## src/rtl/johnson_code_monitor.sv

```systemverilog
// johnson_code_monitor
//   Receive-side decoder and protocol checker for a Johnson-coded state bus.
//   Decodes each sampled code to a binary count and a one-hot vector, flags
//   codes that are not Johnson codes, and flags out-of-order steps while
//   locked. A lock FSM (IDLE/ACQUIRE/LOCKED) tracks sequence health. A
//   saturating counter accumulates error events.
//
// Parameters
//   WIDTH     : Johnson stages; the sequence length is N = 2*WIDTH.
//   LOCK_CNT  : consecutive legal +1 steps needed to enter LOCKED (1..15).
//   ERR_CNT_W : width of err_count.
//
// Ports
//   clk          in   clock; all state updates on its rising edge
//   rstn         in   synchronous active-low reset
//   in_valid     in   code_in is sampled this cycle
//   code_in      in   Johnson code; the MSB is stage A
//   clr_err      in   synchronous clear of err_count (beats an increment)
//   out_valid    out  count_out/one_hot were updated from a legal sample
//   count_out    out  decoded count, held across illegal samples
//   one_hot      out  one_hot[count_out] = 1
//   locked       out  the FSM is in LOCKED
//   illegal_code out  one-cycle pulse per non-Johnson sample
//   seq_error    out  one-cycle pulse per out-of-order legal sample while LOCKED
//   err_count    out  saturating count of illegal_code and seq_error pulses
module johnson_code_monitor #(
  parameter int WIDTH     = 4,
  parameter int LOCK_CNT  = 2,
  parameter int ERR_CNT_W = 8
) (
  input  logic                          clk,
  input  logic                          rstn,
  input  logic                          in_valid,
  input  logic [WIDTH-1:0]              code_in,
  input  logic                          clr_err,
  output logic                          out_valid,
  output logic [$clog2(2*WIDTH)-1:0]    count_out,
  output logic [2*WIDTH-1:0]            one_hot,
  output logic                          locked,
  output logic                          illegal_code,
  output logic                          seq_error,
  output logic [ERR_CNT_W-1:0]          err_count
);

  localparam int N  = 2 * WIDTH;
  localparam int CW = $clog2(N);

  localparam logic [WIDTH-1:0] ALL1   = '1;
  localparam logic [3:0]       LOCK_N = 4'(LOCK_CNT);

  typedef enum logic [1:0] {
    S_IDLE,
    S_ACQUIRE,
    S_LOCKED
  } state_t;

  state_t               state_q, state_n;
  logic [CW-1:0]        prev_q, prev_n;
  logic [3:0]           good_q, good_n;

  logic                 out_valid_n;
  logic [CW-1:0]        count_n;
  logic [N-1:0]         one_hot_n;
  logic                 locked_n;
  logic                 illegal_n;
  logic                 seq_err_n;
  logic [ERR_CNT_W-1:0] err_n;

  // Decoder: 1^k 0^(W-k) -> k (k = 0..W), 0^k 1^(W-k) -> W+k (k = 1..W-1).
  logic                 dec_legal;
  logic [CW-1:0]        dec_cnt;

  always_comb begin
    dec_legal = 1'b0;
    dec_cnt   = '0;
    for (int unsigned k = 0; k <= WIDTH; k++) begin
      if (code_in == ~(ALL1 >> k)) begin
        dec_legal = 1'b1;
        dec_cnt   = CW'(k);
      end
    end
    for (int unsigned k = 1; k < WIDTH; k++) begin
      if (code_in == (ALL1 >> k)) begin
        dec_legal = 1'b1;
        dec_cnt   = CW'(WIDTH + k);
      end
    end
  end

  // Step classification against the last accepted count.
  logic [CW-1:0] prev_inc;
  logic          is_succ;
  logic          is_hold;
  logic [3:0]    good_inc;

  always_comb begin
    prev_inc = (prev_q == CW'(N - 1)) ? '0 : prev_q + CW'(1);
    is_succ  = (dec_cnt == prev_inc);
    is_hold  = (dec_cnt == prev_q);
    good_inc = good_q + 4'd1;
  end

  // Next state, next outputs.
  always_comb begin
    state_n     = state_q;
    prev_n      = prev_q;
    good_n      = good_q;
    out_valid_n = 1'b0;
    count_n     = count_out;
    one_hot_n   = one_hot;
    illegal_n   = 1'b0;
    seq_err_n   = 1'b0;

    if (in_valid) begin
      if (dec_legal) begin
        out_valid_n        = 1'b1;
        count_n            = dec_cnt;
        one_hot_n          = '0;
        one_hot_n[dec_cnt] = 1'b1;
      end else begin
        illegal_n = 1'b1;
      end

      unique case (state_q)
        S_IDLE: begin
          if (dec_legal) begin
            state_n = S_ACQUIRE;
            prev_n  = dec_cnt;
            good_n  = '0;
          end
        end
        S_ACQUIRE: begin
          if (!dec_legal) begin
            state_n = S_IDLE;
          end else if (is_hold) begin
            state_n = S_ACQUIRE;
          end else if (is_succ) begin
            prev_n = dec_cnt;
            good_n = good_inc;
            if (good_inc >= LOCK_N) state_n = S_LOCKED;
          end else begin
            prev_n = dec_cnt;
            good_n = '0;
          end
        end
        S_LOCKED: begin
          if (!dec_legal) begin
            state_n = S_IDLE;
          end else if (is_succ) begin
            prev_n = dec_cnt;
          end else if (!is_hold) begin
            seq_err_n = 1'b1;
            state_n   = S_ACQUIRE;
            prev_n    = dec_cnt;
            good_n    = '0;
          end
        end
        default: state_n = S_IDLE;
      endcase
    end

    locked_n = (state_n == S_LOCKED);

    // illegal_n and seq_err_n are mutually exclusive, so one increment covers both.
    err_n = err_count;
    if (clr_err) begin
      err_n = '0;
    end else if ((illegal_n || seq_err_n) && (err_count != '1)) begin
      err_n = err_count + ERR_CNT_W'(1);
    end
  end

  always_ff @(posedge clk) begin
    if (!rstn) begin
      state_q      <= S_IDLE;
      prev_q       <= '0;
      good_q       <= '0;
      out_valid    <= 1'b0;
      count_out    <= '0;
      one_hot      <= '0;
      locked       <= 1'b0;
      illegal_code <= 1'b0;
      seq_error    <= 1'b0;
      err_count    <= '0;
    end else begin
      state_q      <= state_n;
      prev_q       <= prev_n;
      good_q       <= good_n;
      out_valid    <= out_valid_n;
      count_out    <= count_n;
      one_hot      <= one_hot_n;
      locked       <= locked_n;
      illegal_code <= illegal_n;
      seq_error    <= seq_err_n;
      err_count    <= err_n;
    end
  end

endmodule

```

## config.mk

```make
export PLATFORM = sky130hd
export DESIGN_NAME = johnson_code_monitor
export DESIGN_NICKNAME = d
export VERILOG_FILES = /design/src/rtl/johnson_code_monitor.sv
export SDC_FILE = /design/constraint.sdc
export NUM_CORES = 1
export LEC_CHECK = 0
export BUFFER_PORTS_ARGS = -buffer_cell sky130_fd_sc_hd__buf_2
export CAP_MARGIN = 20
export CORE_MARGIN = 4
export CORE_UTILIZATION = 55
export CTS_CLUSTER_DIAMETER = 150
export DETAILED_ROUTE_END_ITERATION = 10
export GPL_TIMING_DRIVEN = 0
export PLACE_DENSITY = 0.81
export SLEW_MARGIN = 15
export SYNTH_ARGS = -nofsm -noshare
export SYNTH_HDL_FRONTEND = slang
export SYNTH_SLANG_ARGS = --single-unit
```

## constraint.sdc

```tcl
create_clock -name clk -period 6.85 [get_ports clk]
set_clock_uncertainty 0.1 [all_clocks]
set_input_delay 0.3425 -clock clk [delete_from_list [all_inputs] [get_ports clk]]
set_output_delay 0.3425 -clock clk [all_outputs]
set_load 0.05 [all_outputs]
```

-- Yosys cells after proc, flatten, opt, wreduce, memory -nomap -nowiden
Cells that the tools add are included.
- flip-flop bits (word level): 32
- input port bits: 8
- output and inout bits: 23
- logic and storage cells: 98
- add/sub/neg operators: 3
- $lt $le $gt $ge: 3
- equal/unequal tests: 20
- mux-type cells: 50
- bitwise gates (word level): 1
- reduce and logical (&&, ||, !) cells: 11
- operators by type and width (operator ; count):
    $mux W3 ; 12
    $mux W4 ; 7
    $mux W1 ; 18
    $mux W2 ; 9
    $eq A4 B4 Y1 const B ; 4
    $ne A2 B2 Y1 const B ; 6
    $pmux W4 S3 ; 1
    $pmux W3 S3 ; 1
    $add A8 B1 Y8 const B ; 1
    $ne A8 B8 Y1 const B ; 1
    $reduce_and A8 Y1 ; 1
    $eq A3 B3 Y1 ; 2
    $pmux W2 S3 ; 1
    $reduce_and A5 Y1 ; 1
    $add A4 B1 Y4 const B ; 1
    $eq A2 B2 Y1 const B ; 2
    $eq A4 B1 Y1 const B ; 1
    $eq A4 B2 Y1 const B ; 1
    $eq A4 B3 Y1 const B ; 1
    $ge A4 B2 Y1 const B ; 1
    $logic_not A4 Y1 ; 1
    $lt A3 B4 Y1 const B ; 1
    $reduce_and A2 Y1 ; 2
    $add A3 B1 Y3 const B ; 1
    other kinds (10) ; 11

-- Depth between registers and ports, before layout
- depth after elaboration: 16
- depth in mapped cells: 10
- depth with buffers taken out: 10

-- Worst setup path before layout
OpenSTA, ideal clock, no wires.
- kind: register -> register
- start point: register prev_q[1]
- end point: register good_q[0]
- setup time: 0.121 ns
- data arrival time: 2.116 ns
- data required time: 6.629 ns
- path slack: 4.514 ns
- cell stages (with the launch flop): 11
- buffers on the path: 0
- period minus slack after synthesis: 2.336 ns
- cell sequence: dfxtp_1 -> ha_1 -> ha_1 -> nand4b_1 -> o31a_1 -> o32ai_1 -> or2_1 -> a21oi_1 -> o21ai_1 -> and2_0 -> mux2_2
- longest elaborated chain between the ends: 7
- elaborated cells on any way between the ends: 13
- those cells by class: add/sub (1); eq/ne (6); mux (5); reduce/logical (1)
- ends and longest elaborated chain (what ; line ; RTL):
    start, declared ; 58 ; logic [CW-1:0] prev_q, prev_n;
    start signal, assigned ; 187 ; prev_q <= prev_n;
    $add A3 B1 Y3 or $eq A3 B3 Y1 (tied branches) ; 97 ; prev_inc = (prev_q == CW'(N - 1)) ? '0 : prev_q + CW'(1);
    $mux W3 ; 97 ;
    $eq A3 B3 Y1 ; 98 ; is_succ = (dec_cnt == prev_inc);
    $mux W4 ; 137 ; end else if (is_succ) begin
    $mux W4 ; 135 ; end else if (is_hold) begin
    $mux W4 ; 133 ; if (!dec_legal) begin
    $pmux W4 S3 ; 124 ; unique case (state_q)
    end signal, assigned ; 188 ; good_q <= good_n;
    end, declared ; 59 ; logic [3:0] good_q, good_n;
Parallel ways exist; a longest one is shown, timed or not. The select of a mux whose other input is x is not followed.
A chain may end at the register's enable or synchronous reset.

-- Final worst setup path
Ends and elaborated chain as after synthesis.

==> results.md <==
* Status: finished, final reports clean
* Yosys warns at 0
* Worst Tran Pin Value at approximately 0.56 ns
* DRC errors left at 0
* Synth area leaders: dfxtp_1 (34%), nor2_1 (6.9%), ha_1 (5.9%)
* Max Cap Violations at 0
* DP Wirelength at 3.25 mm
* CP Class: reg2reg
* Pre-CTS setup slack at roughly 4.2 ns
* Area grow syn2layout at 15.3%
* Primary FF master, synth: dfxtp_1
* RSZ-0062 raised after global routing: no
* Syn_area_per_cell at between 7 and 8 um^2
* Area leader, netlist: dfxtp_1
* Layout filler cell count at slightly above 300
* Routability Congestion at 0.835
* Period utilization at 38.5%
* Global-route wire length before repair at approximately 7.4 mm
* Worst-path fanout max at 8
* CTS tree: built
* Setup bufs post-CTS at 0
* DP Area at ~2100 um^2
* Top cell type's share of synthesized area at 33.5%
* Clock slew at reported path FFs at 0.10 ns
* Crit path time final at about 2.6 ns
* WL/cell at roughly 14 um
* Mapped Nets at 260
* Core area at around 3300 um^2
* Ant. Diodes at 0
* IO Port Bufs at 28
* Fmax at around 380 MHz
* Slowest stage delay, CP at around 0.47 ns
* Final hold vios at 0
* EDFF count, synth at 0
* Drt pass-1 iters at 4
* Sink Count at 32
* # setup viols final at 0
* Power Dens Cells at between 200 and 250 nW/um^2
* Most frequent cell after synthesis: nor2_1
* Setup crit start kind: flop
* Detail Route Antenna Nets at 0
* Share of layout cells above drive strength 1 at approximately 18%
* Nets at around 300
* LEAKAGE at roughly 0.9 nW
* Core Util, Final at between 60 and 70%
* Post-CTS sizing at 0
* Setup TNS at 0 ns
* Vias/cell at roughly 5.7
* Die span in x at between 60 and 70 um
* CTS max path bufs at 2
* Die area at 4480 um^2
* Largest net degree at the start of global routing at 11
* Clock Latency Late Sink at ~0.35 ns
* CTS H-tree depth at 2
* Crit path cell chain: ha_1 > ha_1 > nand4b_1 > o31a_1 > o32ai_1 > or2_1 > a21oi_1 > o21ai_1 > and2_0 > mux2_2
* CP most frequent cell: ha_1
* DR vias at about 1800
* Worst hold path type: in2reg
* Num CTS Buffers at 5
* Initial DRC Count at about 130
* Peak supply drop at around 0.095 mV
* Row cnt at 21
* Io pins at 31
* Gr ovfl total at 0
* Worst setup EP type: flop
* Vias in the first global route at roughly 1700
* Min Hold Slack at around 0.22 ns
* Netlist cell types at 50
* Root Buffer: clkbuf_4
* Hold Buf Count CTS at 0
* Mapped Area at approximately 1900 um^2
* Starting Density at a little under three fifths
* Slew Viols, Final at 0
* Worst endpoint required time at ~7 ns
* Async S/R FF share, synth at 0%
* WP data arrival at 2.79 ns
* Final WS setup at 4.21 ns
* Synth Register Bits at 32
* Initial antenna violation count at 0
* Design area at around 2200 um^2
* Cells after Synth at ~240
* Worst slew margin relative to its limit at between 60% and 70%
* Post-synthesis sequential area ratio at 33.5%
* Detailed Route WL at 4.39 mm
* Commonest cells in the netlist: nor2_1 (35), dfxtp_1 (32), a21oi_1 (20), nand2_1 (19), nand3_1 (14)
* Die height at approximately 67 um
* GRT Overall Usage at 21.5%
* Worst path slowest cell: dfxtp_1
## per-stage QoR
step                std cells  total power, mW
global route              325            0.469
CTS                       325            0.450
floorplan                 243            0.264
detailed placement        317            0.284
global placement          317            0.282
finish                    325            0.445
## worst max-delay path, delay by kind of cell (launching register included)
| kind | cells | cell delay, ns |
|---|---|---|
| AOI/OAI and AO/OA | 4 | 0.68 |
| and+or+nand+nor | 3 | 0.59 |
| DFF | 1 | 0.47 |
| adders and majority gates | 2 | 0.46 |
| muxes | 1 | 0.25 |
## per-layer routing
layer,GRT usage [%],vias up,wire [um]
met3,5.06,13,221
met4,9.87,0,84
met5,0,-,0
met1,24.5,849,1940
li1,-,930,-
met2,37.5,52,2140
## cell usage in the layout (no fill, tap or decap), types with 2 or more instances in the layout
cell type,instances
nor2_1,35
dfxtp_1,32
buf_2,30
a21oi_1,20
nand2_1,19
nand3_1,14
o21ai_0,12
ha_1,9
xnor2_1,8
or3_1,6
nor3b_1,6
inv_1,5
nor2b_1,5
clkbuf_1,5
nor3_1,5
clkbuf_4,5
nand2b_1,4
and3_1,4
o21ai_1,4
a211o_1,3
a31oi_1,3
nor4_1,3
xor2_1,3
buf_4,2
o31a_1,2
nand4b_1,2
o211ai_1,2
and2_1,2
o31ai_1,2
a22oi_1,2
buf_1,2
clkbuf_8,2
## flip-flops by register name (all words and copies together), names as in the netlist
| name | flops |
|---|---|
| good_q | 4 |
| seq_error | 1 |
| state_q | 2 |
| locked | 1 |
| prev_q | 3 |
| one_hot | 8 |
| out_valid | 1 |
| count_out | 3 |
| err_count | 8 |
| illegal_code | 1 |
## path summary, 6_finish.rpt
path	startpoint	endpoint	slack, ns	depth (start not counted)
worst max-delay path	prev_q[1]$_SDFFE_PN0P_	good_q[0]$_SDFFE_PN0P_	4.21	10
worst min register to register	one_hot[0]$_SDFFE_PN0P_	one_hot[0]$_SDFFE_PN0P_	0.38	2
worst max register to register	prev_q[1]$_SDFFE_PN0P_	good_q[0]$_SDFFE_PN0P_	4.21	10
worst min-delay path	rstn	state_q[0]$_SDFF_PN0_	0.22	2
## power breakdown
part | internal, mW | switching, mW | total [mW] | leakage, nW
combinational | 0.0287 | 0.0578 | 0.0864 | 0.585
clock | 0.0968 | 0.0675 | 0.164 | 0.0515
sequential | 0.190 | 0.00429 | 0.195 | 0.259
## logic make-up after synthesis
family | Yosys count | synth area share, %
simple gates | 113 | 31.1
compound gates | 58 | 19.0
flops | 32 | 33.5
buf+inv | 18 | 4.06
xor+xnor | 12 | 5.89
fa+ha+maj | 9 | 5.89
mux | 1 | 0.589
## area by class of cell
class                   count  area (um^2)  share of cell area [%]
multi-input cells         193         1190                    54.1
plain buffers              11         51.3                    2.33
inverters                   7         26.3                    1.19
flip-flops and latches     32          641                    29.1
repair buffers             28          140                    6.36
clock buffers               7         65.1                    2.95
well taps                  46         57.6                    2.61
clock inverters             1         30.0                    1.36
(Power assumes the default switching activity.)
